--- config.mk ---
export PLATFORM = sky130hd
export DESIGN_NAME = run_stream_gen_flat
export DESIGN_NICKNAME = d
export VERILOG_FILES = /design/src/rtl/run_stream_gen_if.sv /design/src/rtl/run_stream_gen.sv /design/src/flat_wrapper.sv
export SDC_FILE = /design/constraint.sdc
export NUM_CORES = 1
export LEC_CHECK = 0
export ABC_CLOCK_PERIOD_IN_PS = 1900
export CORE_AREA = 2 2 45 47
export DETAILED_ROUTE_END_ITERATION = 6
export DIE_AREA = 0 0 47 49
export PLACE_DENSITY = 0.82
export SLEW_MARGIN = 15
export SYNTH_ARGS = -nofsm -noshare
export SYNTH_HDL_FRONTEND = slang
export SYNTH_SLANG_ARGS = --single-unit
--- constraint.sdc ---
create_clock -name clk -period 1.9 [get_ports clk]
set_input_delay 0.57 -clock clk [delete_from_list [all_inputs] [get_ports clk]]
set_output_delay 0.57 -clock clk [all_outputs]
set_load 0.005 [all_outputs]
--- src/rtl/run_stream_gen_if.sv ---
// Descriptor handshake bundle for run_stream_gen: (bit, length) descriptors
// with valid/ready flow control.
interface run_stream_gen_if #(
  parameter int LEN_W = 4
);
  logic             run_valid;
  logic             run_ready;
  logic             run_bit;
  logic [LEN_W-1:0] run_len;

  modport master (
    output run_valid,
    output run_bit,
    output run_len,
    input  run_ready
  );

  modport slave (
    input  run_valid,
    input  run_bit,
    input  run_len,
    output run_ready
  );
endinterface

--- src/rtl/run_stream_gen.sv ---
// Serial run-length stream transmitter: expands (bit, length) descriptors into
// one bit per clock. Optional STREAM_STATS_EN adds saturating run/bit counters.
//
// state | meaning
// IDLE  | no run on x, x=IDLE_LEVEL, pending slot empty
// SEND  | a run bit is on x; r_remaining bits of it still follow
module run_stream_gen #(
  parameter int   LEN_W      = 4,
  parameter logic IDLE_LEVEL = 1'b0
) (
  input  logic                 clk,
  input  logic                 reset,
  run_stream_gen_if.slave      s_run,
  output logic                 x,
  output logic                 x_valid,
  output logic                 run_done,
  output logic                 busy
`ifdef STREAM_STATS_EN
  ,
  output logic [15:0]          runs_sent,
  output logic [15:0]          bits_sent
`endif
);

  typedef enum logic [0:0] {
    IDLE = 1'b0,
    SEND = 1'b1
  } state_t;

  state_t           r_state;
  logic             r_x;
  logic             r_x_valid;
  logic             r_run_done;
  logic [LEN_W-1:0] r_remaining;
  logic             r_pend_full;
  logic             r_pend_bit;
  logic [LEN_W-1:0] r_pend_len;

  state_t           w_state_nxt;
  logic             w_x_nxt;
  logic             w_x_valid_nxt;
  logic             w_run_done_nxt;
  logic [LEN_W-1:0] w_remaining_nxt;
  logic             w_pend_full_nxt;
  logic             w_pend_bit_nxt;
  logic [LEN_W-1:0] w_pend_len_nxt;

  logic             w_accept;
  logic             w_len_nz;

  assign s_run.run_ready = !r_pend_full;
  assign w_accept        = s_run.run_valid && !r_pend_full;
  assign w_len_nz        = (s_run.run_len != '0);

  assign x        = r_x;
  assign x_valid  = r_x_valid;
  assign run_done = r_run_done;
  assign busy     = (r_state == SEND) || r_pend_full;

  always_ff @(posedge clk or negedge reset) begin
    if (!reset) begin
      r_state     <= IDLE;
      r_x         <= IDLE_LEVEL;
      r_x_valid   <= 1'b0;
      r_run_done  <= 1'b0;
      r_remaining <= '0;
      r_pend_full <= 1'b0;
      r_pend_bit  <= 1'b0;
      r_pend_len  <= '0;
    end else begin
      r_state     <= w_state_nxt;
      r_x         <= w_x_nxt;
      r_x_valid   <= w_x_valid_nxt;
      r_run_done  <= w_run_done_nxt;
      r_remaining <= w_remaining_nxt;
      r_pend_full <= w_pend_full_nxt;
      r_pend_bit  <= w_pend_bit_nxt;
      r_pend_len  <= w_pend_len_nxt;
    end
  end

  always_comb begin
    w_state_nxt     = r_state;
    w_x_nxt         = r_x;
    w_x_valid_nxt   = r_x_valid;
    w_run_done_nxt  = 1'b0;
    w_remaining_nxt = r_remaining;
    w_pend_full_nxt = r_pend_full;
    w_pend_bit_nxt  = r_pend_bit;
    w_pend_len_nxt  = r_pend_len;

    unique case (r_state)
      IDLE: begin
        if (w_accept && w_len_nz) begin
          w_state_nxt     = SEND;
          w_x_nxt         = s_run.run_bit;
          w_x_valid_nxt   = 1'b1;
          w_remaining_nxt = s_run.run_len - LEN_W'(1);
          w_run_done_nxt  = (s_run.run_len == LEN_W'(1));
        end
      end

      SEND: begin
        if (r_remaining != '0) begin
          w_remaining_nxt = r_remaining - LEN_W'(1);
          w_run_done_nxt  = (r_remaining == LEN_W'(1));
          // zero-length descriptors are swallowed and never occupy the slot
          if (w_accept && w_len_nz) begin
            w_pend_full_nxt = 1'b1;
            w_pend_bit_nxt  = s_run.run_bit;
            w_pend_len_nxt  = s_run.run_len;
          end
        end else if (r_pend_full) begin
          w_x_nxt         = r_pend_bit;
          w_remaining_nxt = r_pend_len - LEN_W'(1);
          w_run_done_nxt  = (r_pend_len == LEN_W'(1));
          w_pend_full_nxt = 1'b0;
        end else if (w_accept && w_len_nz) begin
          w_x_nxt         = s_run.run_bit;
          w_remaining_nxt = s_run.run_len - LEN_W'(1);
          w_run_done_nxt  = (s_run.run_len == LEN_W'(1));
        end else begin
          w_state_nxt   = IDLE;
          w_x_nxt       = IDLE_LEVEL;
          w_x_valid_nxt = 1'b0;
        end
      end

      default: begin
        w_state_nxt   = IDLE;
        w_x_nxt       = IDLE_LEVEL;
        w_x_valid_nxt = 1'b0;
      end
    endcase
  end

`ifdef STREAM_STATS_EN
  logic [15:0] r_runs_sent;
  logic [15:0] r_bits_sent;

  always_ff @(posedge clk or negedge reset) begin
    if (!reset) begin
      r_runs_sent <= '0;
      r_bits_sent <= '0;
    end else begin
      if (r_run_done && (r_runs_sent != 16'hFFFF))
        r_runs_sent <= r_runs_sent + 16'd1;
      if (r_x_valid && (r_bits_sent != 16'hFFFF))
        r_bits_sent <= r_bits_sent + 16'd1;
    end
  end

  assign runs_sent = r_runs_sent;
  assign bits_sent = r_bits_sent;
`endif

endmodule

--- src/flat_wrapper.sv ---
// flat-port wrapper written by rule: the top's interface ports become plain ports
module run_stream_gen_flat 
#(
  parameter int   LEN_W      = 4,
  parameter logic IDLE_LEVEL = 1'b0
)
  (clk, reset, x, x_valid, run_done, busy, s_run_run_valid, s_run_run_bit, s_run_run_len, s_run_run_ready);
  run_stream_gen_if #(.LEN_W(LEN_W)) s_run_i ();
  input  logic clk;
  input  logic reset;
  output logic x;
  output logic x_valid;
  output logic run_done;
  output logic busy;
  input wire logic [$bits(s_run_i.run_valid)-1:0] s_run_run_valid;
  input wire logic [$bits(s_run_i.run_bit)-1:0] s_run_run_bit;
  input wire logic [$bits(s_run_i.run_len)-1:0] s_run_run_len;
  output wire logic [$bits(s_run_i.run_ready)-1:0] s_run_run_ready;
  assign s_run_i.run_valid = s_run_run_valid;
  assign s_run_i.run_bit = s_run_run_bit;
  assign s_run_i.run_len = s_run_run_len;
  assign s_run_run_ready = s_run_i.run_ready;
  run_stream_gen #(.LEN_W(LEN_W), .IDLE_LEVEL(IDLE_LEVEL)) u_core (.clk(clk), .reset(reset), .s_run(s_run_i), .x(x), .x_valid(x_valid), .run_done(run_done), .busy(busy));
endmodule
* After elaboration in Yosys (flattened, before gate mapping)
Index checks and enable logic that the tools add are counted.
** Storage, ports and cells
- Logic and storage cells :: 53
- Register bits after elaboration :: 14
** Operators by class
- Eq/ne operators :: 8
- Bitwise gates (word level) :: 1
- Add/sub/neg operators :: 3
- Reductions and logical operators :: 10
- Multiplexer cells :: 23
** Operator list (count)
- 1-bit two-way mux :: 15
- 4-bit by 1-bit equality test with 1-bit output (second input constant) :: 3
- 4-bit two-way mux :: 3
- 4-bit by 1-bit subtractor with 4-bit output (second input constant) :: 3
- 1-bit one-hot mux with 2 select lines :: 4
- 4-bit one-hot mux with 2 select lines :: 1
- 4-bit nonzero test :: 2
- 2-bit inequality test (second input constant) :: 3
- 2-bit by 1-bit inequality test with 1-bit output (second input constant) :: 2
- 2-bit AND reduction :: 2
- 4-bit AND reduction :: 1
- 3-bit AND reduction :: 1
- 1-bit logical AND :: 2
- 1-bit logical NOT :: 1
- 1-bit logical OR :: 1
- 1-bit NOT :: 1

* Longest topological paths before layout
Gate-level depths: netlist of the first run.
- Depth after elaboration :: 7
- Depth in mapped cells :: 6
- Depth with buffers taken out :: 6

* Worst setup path after synthesis of the first run
OpenSTA, ideal clock, no wires.
- Path kind :: input port to flip-flop
- Start point :: in s_run_run_len[0]
- End point :: reg u_core.r_pend_bit
- Library setup time :: 0.125 ns
- Cell stages on the path :: 5
- Setup slack :: 0.240 ns
- Arrival :: 1.535 ns
- Required time :: 1.775 ns
- Buffers on the path :: 0
- Cell sequence :: inv_1 > ha_1 > a21oi_4 > nand3_4 > mux2_4
** On the way
- Word-level cells in the longest chain between the ends :: 3
** Ends and longest elaborated chain
- from (decl) :: line flat_wrapper.sv:17 : input wire logic [$bits(s_run_i.run_len)-1:0] s_run_run_len;
- 4-bit nonzero test :: line run_stream_gen.sv:53 : assign w_len_nz = (s_run.run_len != '0);
- 1-bit logical AND :: line run_stream_gen.sv:108 : if (w_accept && w_len_nz) begin
- 3-bit AND reduction (no line)
- to (signal assigned) :: line run_stream_gen.sv:77 : r_pend_bit <= w_pend_bit_nxt;
- to (decl) :: line run_stream_gen.sv:36 : logic r_pend_bit;
Every way passes these cells.
A chain may end at the register's enable or synchronous reset.

* Worst setup path after layout of the first run
- Start point :: reg u_core.r_pend_full
- End point :: out busy
** On the way
- Word-level cells in the longest chain between the ends :: 1
** Ends and longest elaborated chain
- from (decl) :: line run_stream_gen.sv:35 : logic r_pend_full;
- from (signal assigned) :: line run_stream_gen.sv:76 : r_pend_full <= w_pend_full_nxt;
- 1-bit logical OR :: line run_stream_gen.sv:58 : assign busy = (r_state == SEND) || r_pend_full;
- to (decl) :: line flat_wrapper.sv:14 : output logic busy;
Every way passes these cells.

==> results of run 1 <==
-- metrics by stage --
stage	util	worst slack (ps)	TNS [ps]
global route	0.670	11.2	0
global placement	0.637	-204	-1730
detailed placement	0.637	-250	-2360
finish	0.670	77.7	0
floorplan	-	240	0
CTS	0.663	51.0	0
-- worst max-delay path, stage by stage (launching register included) --
cell and delay (ps):
dfrtp_1 410, or2_2 290, dlygate4sd2_1 280
-- flip-flops by register name, summed over array words and instances (netlist names) --
signal / flops
u_core.r_pend_len: 4
u_core.r_remaining: 4
u_core.r_pend_bit: 1
u_core.r_pend_full: 1
u_core.r_state: 1
u_core.run_done: 1
u_core.x: 1
u_core.x_valid: 1
-- final timing paths --
path | startpoint | end | slack [ps]
max | u_core.r_pend_full | busy | 80
min | u_core.r_pend_bit | u_core.r_pend_bit | 530
max reg2reg | u_core.r_remaining[0] | u_core.x | 230
min reg2reg | u_core.r_pend_bit | u_core.r_pend_bit | 530
max in group asynchronous | reset | u_core.r_pend_bit | 1140
min in group asynchronous | reset | u_core.r_remaining[2] | 590
-- layout make-up --
type	count	area [um^2]	share of cell area
multi-input combinational	62	546	0.442
sequential	14	350	0.284
timing repair buffer	28	238	0.193
clock buffer	4	36.3	0.0294
tap	27	33.8	0.0274
inverter	8	30.0	0.0243
-- power by group through the flow --
stage	clock (W)	combinational (W)	sequential [W]
2_1_floorplan	0	0.000641	0.000565
3_3_place_gp	0	0.000898	0.000574
3_5_place_dp	0	0.000948	0.000583
4_1_cts	0.000224	0.000979	0.000573
5_1_grt	0.000238	0.00108	0.000600
6_report	0.000217	0.000976	0.000582
-- layout by cell type, fill, tap and decap left out, drive strengths merged --
cell and n:
xnor2 2, nor2b 1, nand2 3, nand3 2, dlygate4sd2 2, o21bai 1
clkbuf 4, o31ai 2, inv 8, nor2 3, o21a 1, a32oi 1
mux2 4, a21oi 6, nand2b 1, and3 1, o21ai 5, ha 6
dfrtp 14, xor2 3, o211ai 1, a22o 2, a32o 1, mux2i 5
buf 16, a211o 1, and2 1, nor4b 1, or2 1, nor3 2
clkdlybuf4s50 10, nor3b 1, a21o 1, a22oi 3
-- metal layers --
layer	track usage	share of wire
met5	0	0
met4	0.0324	0
met3	0.0667	0.045
met2	0.395	0.51
met1	0.310	0.44
-- cell families (layout without fill, tap and decap cells) --
kind of cell / Yosys count / after routing
DFF: 14 / 14
AOI/OAI and AO/OA: 25 / 25
buffers and inverters: 9 / 40
muxes: 9 / 9
xor gates and xnor gates: 5 / 5
adders and majority gates: 6 / 6
and+or+nand+nor: 17 / 17
-- repair_timing --
item	CTS	global route
resized for setup	2	2
pin swaps	0	1
cloned	0	0
setup buffers	2	0
setup endpoints to repair	1	7
==> results.md, run 1 <==
- Leak Pwr: 0.594 nW
- Post-Syn Instances: 85
- Diodes inserted: 0
- Syn_area_per_cell: 10.8 um^2
- Final period util: 0.959
- Post-synth net total: 99
- Comb power frac: 0.550
- Design area: 1230 um^2
- Routability cong.: 0.853
- Fin. Hold Viols: 0
- Routed len/inst: 15.5 um
- H-tree levels: 1
- Clk Latency, worst-skew pair: 280 ps
- Mux cell area share after synthesis: 0.120
- Layout cell share with drive strength beyond 1: 0.284
- Worst hold path class: reg -> reg
- Clock share of power: 0.123
- Final Net Count: 131
- Count of cell types in the netlist: 35
- Most frequent cell after synthesis: dfrtp_1
- CTS root buffer: clkbuf_4
- Placed cell areas: 1170 um^2
- Pwr/cell area: 1440 nW/um^2
- Synth top cells by count: dfrtp_1, inv_1, ha_1, a21oi_1, mux2i_1
- Dominant cells by area after synthesis: dfrtp_1, ha_1, mux2_4, mux2i_1, inv_1
- Synth Area in Compound Gates: 0.206
- Drt first pass iters: 4
- Clk sink count: 14
- Post-route insts no fill: 143
- Max-slew violations: 0
- Grt ovf: 0
- Critical Path End Type: output port
- Worst vdd ir: 0.966 mV
- Area growth, synth to finish: 34.5%
- Crit-path max FO: 3
- Arr. time, crit path: 1250 ps
- Post-synthesis simple-gate area fraction: 0.126
- Status: finished clean
- Startpoint types: register
- Synth top area share: 0.382
- Core area: 1840 um^2
- Yosys warns: 0
- IO Pins: 13
- Seq/Total Area, Yosys: 0.382
- XOR/XNOR Fraction of Synth Area: 0.0477
- Initial antenna violation count: 0
- Hold slack final: 531 ps
- WL final: 2220 um
- EDFF count, synth: 0
- First-pass GRT wire length: 3880 um
- Netlist Area Pre-Place: 917 um^2
- Vias in the first global route: 816
- # setup viols final: 0
- CTS tree: yes
- Drt drc: 0
- Vias/cell: 5.33
- Worst Path Required: 1330 ps
- Adder-Cell Fraction of Synth Area: 0.0819
- Largest net degree at the start of global routing: 15
- Starting DRT DRC Count: 16
- Seq pwr share: 0.328
- CTS Buffer Depth: 2
- MaxCap Viol Count: 0
- DPL Wire Length: 1660 um
- Post-DRT Antenna Nets: 0
- Skew final: 1.29 ps
- Port bufs: 12
- Gr usage total: 0.238
- Tot Pwr: 0.00178 W
- Top FF cell, synth: dfrtp_1
- Largest family of logic cells by synthesized area: compound AO/OA/AOI/OAI gates
- Rel. slew slack: 0.805
- Register-to-Register Path Depth: 7
- RSZ-0062 raised after global routing: false
- Sw Pwr: 0.000686 W
- Setup Crit Path Kind: reg -> out
- Synth Register Bits: 14
- Clk slew on worst S/H paths: 90 ps
- Area leader, netlist: dfrtp_1
- Worst hold stages: 1
- CTS Hold Bufs: 0
- Cts bufs inserted: 3
- Row count: 16
- Power Internal: 0.00109 W
- Area of the die: 2300 um^2
- Filler Cells Inserted: 157
- Switching Fraction: 0.387
- Via count: 762
- Die W: 47 um
- FFs w/ async S/R, synth: 1.00
- Worst slew pin tran: 292 ps
- Placed insts: 137
- Starting density of the core: 0.498
- Die height: 49 um
- Fmax: 549 MHz
- Fin crit period: 1820 ps
(Power assumes the default switching activity.)
==> run 2, diff against run 1 <==
--- a/config.mk
+++ b/config.mk
@@ -6,10 +6,10 @@
 export NUM_CORES = 1
 export LEC_CHECK = 0
 export ABC_CLOCK_PERIOD_IN_PS = 1900
-export CORE_AREA = 2 2 45 47
+export CORE_AREA = 2 2 58 60
 export DETAILED_ROUTE_END_ITERATION = 6
-export DIE_AREA = 0 0 47 49
-export PLACE_DENSITY = 0.82
+export DIE_AREA = 0 0 60 62
+export PLACE_DENSITY = 0.56
 export SLEW_MARGIN = 15
 export SYNTH_ARGS = -nofsm -noshare
 export SYNTH_HDL_FRONTEND = slang
==> run 2 against run 1 <==
Via count down 0.79%. Final area up 0.61%. Clock skew is 2.2 ps higher. Sequential share of layout area decreased by 0.17 points. Worst setup slack worse by 15 ps. Sequential power decreased by 3%. Clock power about the same. Critical path type is now in -> reg.
==> results.md, run 2 (synthesized netlist as in run 1, its figures left out) <==
- Most frequent cells in the layout: buf_4, dfrtp_1, clkdlybuf4s50_1
- Area growth, synth to finish: 35.3%
- CTS Hold Bufs: 0
- Port bufs: 12
- Routability cong.: 0.846
- Max incr delay on CP: 470 ps
- IO Pins: 13
- CTS root buffer: clkbuf_4
- CTS tree: yes
- Placed cell areas: 1200 um^2
- Clk slew on worst S/H paths: 90 ps
- Top flop regs: u_core.r_pend_len x4, u_core.r_remaining x4
- Hold slack final: 515 ps
- Register-to-Register Path Depth: 7
- Critical Path End Type: register
- Core area: 3180 um^2
- Worst Path Required: 2060 ps
- Setup Crit Path Kind: in -> reg
- Fin crit period: 1840 ps
- Worst R2R Setup Slack: 220 ps
- Via count: 756
- Status: finished clean
- Tot Pwr: 0.00173 W
- Worst vdd ir: 0.309 mV
- Worst hold path class: reg -> reg
- Grt ovf: 0
- DPL Wire Length: 1670 um
- Drt drc: 0
- Arr. time, crit path: 2000 ps
- Diodes inserted: 0
- H-tree levels: 1
- Drt first pass iters: 4
- First-pass GRT wire length: 3560 um
- Skew final: 3.49 ps
- CTS Buffer Depth: 2
- Area of the die: 3720 um^2
- Design area: 1240 um^2
- Routed len/inst: 12.7 um
- Pwr/cell area: 1400 nW/um^2
- Multi-input logic area: 536 um^2
- Most common cell after layout, fill and taps aside: buf_4
- Worst slew pin tran: 297 ps
- Die height: 62 um
- Filler Cells Inserted: 315
- Initial antenna violation count: 0
- Row count: 21
- Worst hold stages: 1
- Setup bufs post-CTS: 0
- Largest net degree at the start of global routing: 15
- Gr usage total: 0.127
- Crit-path max FO: 5
- Crit-path cells: clkdlybuf4s50_1 > inv_1 > ha_2 > a21oi_4 > nand3_4 > mux2_4
- Vias in the first global route: 760
- Layout cell share with drive strength beyond 1: 0.278
- Crit Reg-Reg Endpoint: u_core.x
- WL final: 2050 um
- Post-DRT Antenna Nets: 0
- RSZ-0062 raised after global routing: false
- Clk Latency, worst-skew pair: 270 ps
- Vias/cell: 4.70
- Final period util: 0.967
- Starting DRT DRC Count: 41
- Max-slew violations: 0
- Clk sink count: 14
- Hold wc startpoint: u_core.r_pend_bit
- Die W: 60 um
- Slowest cell on crit path: clkdlybuf4s50_1
- Fin. Hold Viols: 0
- Startpoint types: input pin
- Worst Hold Endpoint: u_core.r_pend_bit
- Starting density of the core: 0.288
- Rel. slew slack: 0.802
- # setup viols final: 0
- Post-route worst setup slack: 62.6 ps
- Cts bufs inserted: 3
- Fmax: 544 MHz
- Leak Pwr: 0.585 nW
- MaxCap Viol Count: 0
- Sequential cell area: 350 um^2
- Final Net Count: 130
- Setup TNS: 0 ps
- RR Startpoint: u_core.r_remaining[0]
- Placement Setup Slack: -259 ps
==> run 2: changes by cell type in the layout (fill, tap and decap cells not counted), sizes merged <==
cell and delta:
clkdlybuf4s50 +1, buf -1, dlygate4sd2 -1
==> run 2: what timing repair did <==
item	in CTS	in global routing
pin swaps	0	1
resized for setup	1	1
setup endpoints to repair	1	4
cloned	0	0
==> run 2: per-stage QoR <==
step / std cells / util
2_1_floorplan: 85 / -
3_3_place_gp: 157 / 0.379
3_5_place_dp: 157 / 0.379
4_1_cts: 161 / 0.390
5_1_grt: 161 / 0.390
6_report: 161 / 0.390
==> run 2: worst max-delay path by stage <==
stage	start	endpoint	slack, ps
after floorplan	s_run_run_len[0]	u_core.r_pend_bit	240
after global routing	u_core.r_pend_full	s_run_run_ready	10
after global placement	s_run_run_len[0]	u_core.r_remaining[2]	-220
after detailed placement	s_run_run_len[0]	u_core.r_remaining[2]	-260
final	s_run_run_len[0]	u_core.r_pend_len[2]	60
after CTS	s_run_run_len[0]	u_core.r_remaining[2]	40
==> run 2: worst max-delay path: cells and delay by family <==
family | cells | cell delay (ps)
compound gates | 1 | 200
fa+ha+maj | 1 | 210
buf+inv | 2 | 540
mux | 1 | 330
simple gates | 1 | 150
==> run 2: area by class of cell <==
type,instances,area share
well taps,46,0.0464
flip-flops and latches,14,0.282
clock buffers,4,0.0292
repair buffers,27,0.186
inverters,8,0.0242
multi-input cells,62,0.431
==> run 2: layer usage <==
| metal | vias to the layer above | track usage | wire length (um) |
|---|---|---|---|
| met4 | 0 | 0.0286 | 0 |
| met5 | - | 0 | 0 |
| met2 | 19 | 0.228 | 1100 |
| li1 | 365 | - | - |
| met1 | 372 | 0.162 | 893 |
| met3 | 0 | 0.0186 | 55 |
==> run 2: report_power, final <==
group	switching (W)	internal, W	leakage (nW)
logic	0.000438	0.000515	0.400
clock network	0.0000982	0.000116	0.0210
registers	0.000128	0.000439	0.164
total	0.000664	0.00107	0.585
==> run 3, diff against run 2 <==
--- a/config.mk
+++ b/config.mk
@@ -10,7 +10,7 @@
 export DETAILED_ROUTE_END_ITERATION = 6
 export DIE_AREA = 0 0 60 62
 export PLACE_DENSITY = 0.56
-export SLEW_MARGIN = 15
+export SLEW_MARGIN = 20
 export SYNTH_ARGS = -nofsm -noshare
 export SYNTH_HDL_FRONTEND = slang
 export SYNTH_SLANG_ARGS = --single-unit
==> results of run 3 <==
Same layout as run 2: the final DEF is identical, and so are final timing and power.
==> edit: new RTL, settings of run 3 <==
`LEN_W` is set to 4 in 3 places; all go to 2.
--- a/src/rtl/run_stream_gen_if.sv
+++ b/src/rtl/run_stream_gen_if.sv
@@ -1,7 +1,7 @@
 // Descriptor handshake bundle for run_stream_gen: (bit, length) descriptors
 // with valid/ready flow control.
 interface run_stream_gen_if #(
-  parameter int LEN_W = 4
+  parameter int LEN_W = 2
 );
   logic             run_valid;
   logic             run_ready;
--- a/src/rtl/run_stream_gen.sv
+++ b/src/rtl/run_stream_gen.sv
@@ -5,7 +5,7 @@
 // IDLE  | no run on x, x=IDLE_LEVEL, pending slot empty
 // SEND  | a run bit is on x; r_remaining bits of it still follow
 module run_stream_gen #(
-  parameter int   LEN_W      = 4,
+  parameter int   LEN_W      = 2,
   parameter logic IDLE_LEVEL = 1'b0
 ) (
   input  logic                 clk,
--- a/src/flat_wrapper.sv
+++ b/src/flat_wrapper.sv
@@ -1,7 +1,7 @@
 // flat-port wrapper written by rule: the top's interface ports become plain ports
 module run_stream_gen_flat 
 #(
-  parameter int   LEN_W      = 4,
+  parameter int   LEN_W      = 2,
   parameter logic IDLE_LEVEL = 1'b0
 )
   (clk, reset, x, x_valid, run_done, busy, s_run_run_valid, s_run_run_bit, s_run_run_len, s_run_run_ready);
Interface: changed (resized s_run_run_len); port bits go from 13 to 11. No check against the original RTL was run, so the function may have changed too.
==> edit against run 3 <==
  * Worst setup slack got worse by 0.022 ns
  * Sequential share of layout area up 2.0 points
  * Hold slack worse by 0.0061 ns
  * Utilization is 13 points lower
  * Sequential power down 26%
  * Design area decreased by 33%
  * Clock skew grew 0.0021 ns
  * Area after synthesis down 34%
  * Sequential cell count decreased by 4
  * Power decreased by 32%
  * Wire length fell by 43%
  * Count of clock-buffer cells in the layout unchanged
==> edit: results (changes against run 3) <==
RePlAce Congestion = 0.741 (-12%)
Area of the multi-input gates = 300 sq um (-44%)
Largest net degree at the start of global routing = 16 (+1)
Outcome = finished clean
Fill count = 346 (+9.8%)
Clock Skew = 0.00562 ns (+0.00213 ns)
Clock Tree Buf Depth = 2 (unchanged)
Largest cells by area after synthesis = dfrtp_1 (41%), ha_1 (6.2%), buf_6 (5.6%)
Yosys warnings = 0 (unchanged)
Leakage power = 0.369 nW (-37%)
Worst-path clk slew = 0.06 ns (-0.03 ns)
Period minus WS final = 1.86 ns (+0.0215 ns)
Core Region = 3180 sq um (unchanged)
H-Tree Level Count = 1 (unchanged)
First-pass GRT wire length = 2010 microns (-43%)
Final layout net count = 83 (-36%)
Root buf cell = clkbuf_4
Worst reg-to-reg setup slack = 0.38 ns (+0.16 ns)
Most frequent cells after synthesis = dfrtp_1 (10), inv_1 (6), a21oi_1 (4)
Total grt overflow = 0 (unchanged)
Cell variety after synth = 27 (-23%)
Initial DRC Count = 8 (-80%)
Wire length per cell = 9.74 microns (-23%)
Worst Path Arrival = 2.01 ns
Largest regs = u_core.r_pend_len x2, u_core.r_remaining x2
Vias in the first global route = 417 (-45%)
Max FO, Critical Path = 3 (-2)
Share of layout cells above drive strength 1 = 27.4% (-0.43 points)
CTS buffer count = 3 (unchanged)
Max VDD drop = 495 uV (+60%)
Syn nets = 66 (-33%)
Vias/cell = 3.92 (-17%)
Tot GR Track Use = 7.60% (-5.1 points)
Hpwl dp = 877 microns (-48%)
Cell Area, Placed = 763 sq um (-37%)
Relative slew slack = 70.2% (-10 points)
HP Class = reg2reg
Most common flop cell mapped by yosys = dfrtp_1
Port Buffers = 10 (-2)
Number of diodes = 0 (unchanged)
Async S/R FF share, synth = 100% (unchanged)
Antenna violations before repair = 0 (unchanged)
Post-synthesis sequential area ratio = 41.3% (+3.1 points)
==> edit: cell types whose count changed in the layout (fill, tap and decap cells not counted), sizes merged, moves of 3 or more <==
cell and change:
buf -8, clkdlybuf4s50 -4, dfrtp -4, ha -3
==> edit: report_power, final <==
part	switching [W]	internal [W]
clock network	0.0000740	0.000116
registers	0.000105	0.000317
logic	0.000242	0.000322
total	0.000421	0.000755
==> edit: through the flow <==
| step | worst slack, ns | setup TNS [ns] | cells | hold WS [ns] | utilization, % |
|---|---|---|---|---|---|
| finish | 0.0411 | 0 | 119 | 0.509 | 26.0 |
| global route | -0.00885 | -0.0164 | 119 | 0.550 | 26.0 |
| CTS | 0.00392 | 0 | 119 | 0.519 | 25.5 |
| detailed placement | -0.302 | -1.72 | 114 | 0.492 | 24.0 |
| global placement | -0.275 | -1.46 | 114 | 0.496 | 24.0 |
| floorplan | 0.223 | 0 | 57 | 0.274 | - |
==> edit: cell families after synthesis <==
family	after synthesis	share of synthesized area, %
muxes	5	8.68
adders and majority gates	3	6.20
xor gates and xnor gates	1	1.45
buffers and inverters	11	11.2
and+or+nand+nor	12	15.1
DFF	10	41.3
AOI/OAI and AO/OA	15	16.1
==> edit: path summary, 6_finish.rpt <==
kind                                         start                    to  depth (start not counted)
worst min-delay path             u_core.r_pend_bit     u_core.r_pend_bit                          1
worst max-delay path              s_run_run_len[1]  u_core.r_pend_len[0]                          6
worst min register to register   u_core.r_pend_bit     u_core.r_pend_bit                          1
max in group asynchronous                    reset  u_core.r_pend_len[1]                          1
worst max register to register  u_core.r_pend_full  u_core.r_pend_len[0]                          5
min in group asynchronous                    reset    u_core.r_pend_full                          1
==> edit: repair_timing <==
item,4_1_cts,5_1_grt
buffers inserted,1,0
hold buffers,0,0
resized for setup,3,5
cloned,0,0
endpoints found under the setup margin,4,5
pin swaps,1,3
==> edit: cell type report <==
cell class              instances  area share, %
clock buffers                   4           4.39
repair buffers                 17           19.4
inverters                       6           2.72
multi-input cells              36           36.3
flip-flops and latches         10           30.3
well taps                      46           6.96
==> edit: routing by layer <==
metal  vias to the layer above  wire, microns  GRT usage (%)
li1                        229              -              -
met1                       218            514           9.73
met2                        17            548           10.9
met3                         2             80           3.93
met4                         0             16           2.86
met5                         -              0              0
==> edit: worst max-delay path: stages <==
cell and delay (ns):
clkdlybuf4s50_1 0.47, inv_2 0.05, ha_4 0.16, nor3b_4 0.19
and3b_2 0.23, mux2_2 0.33
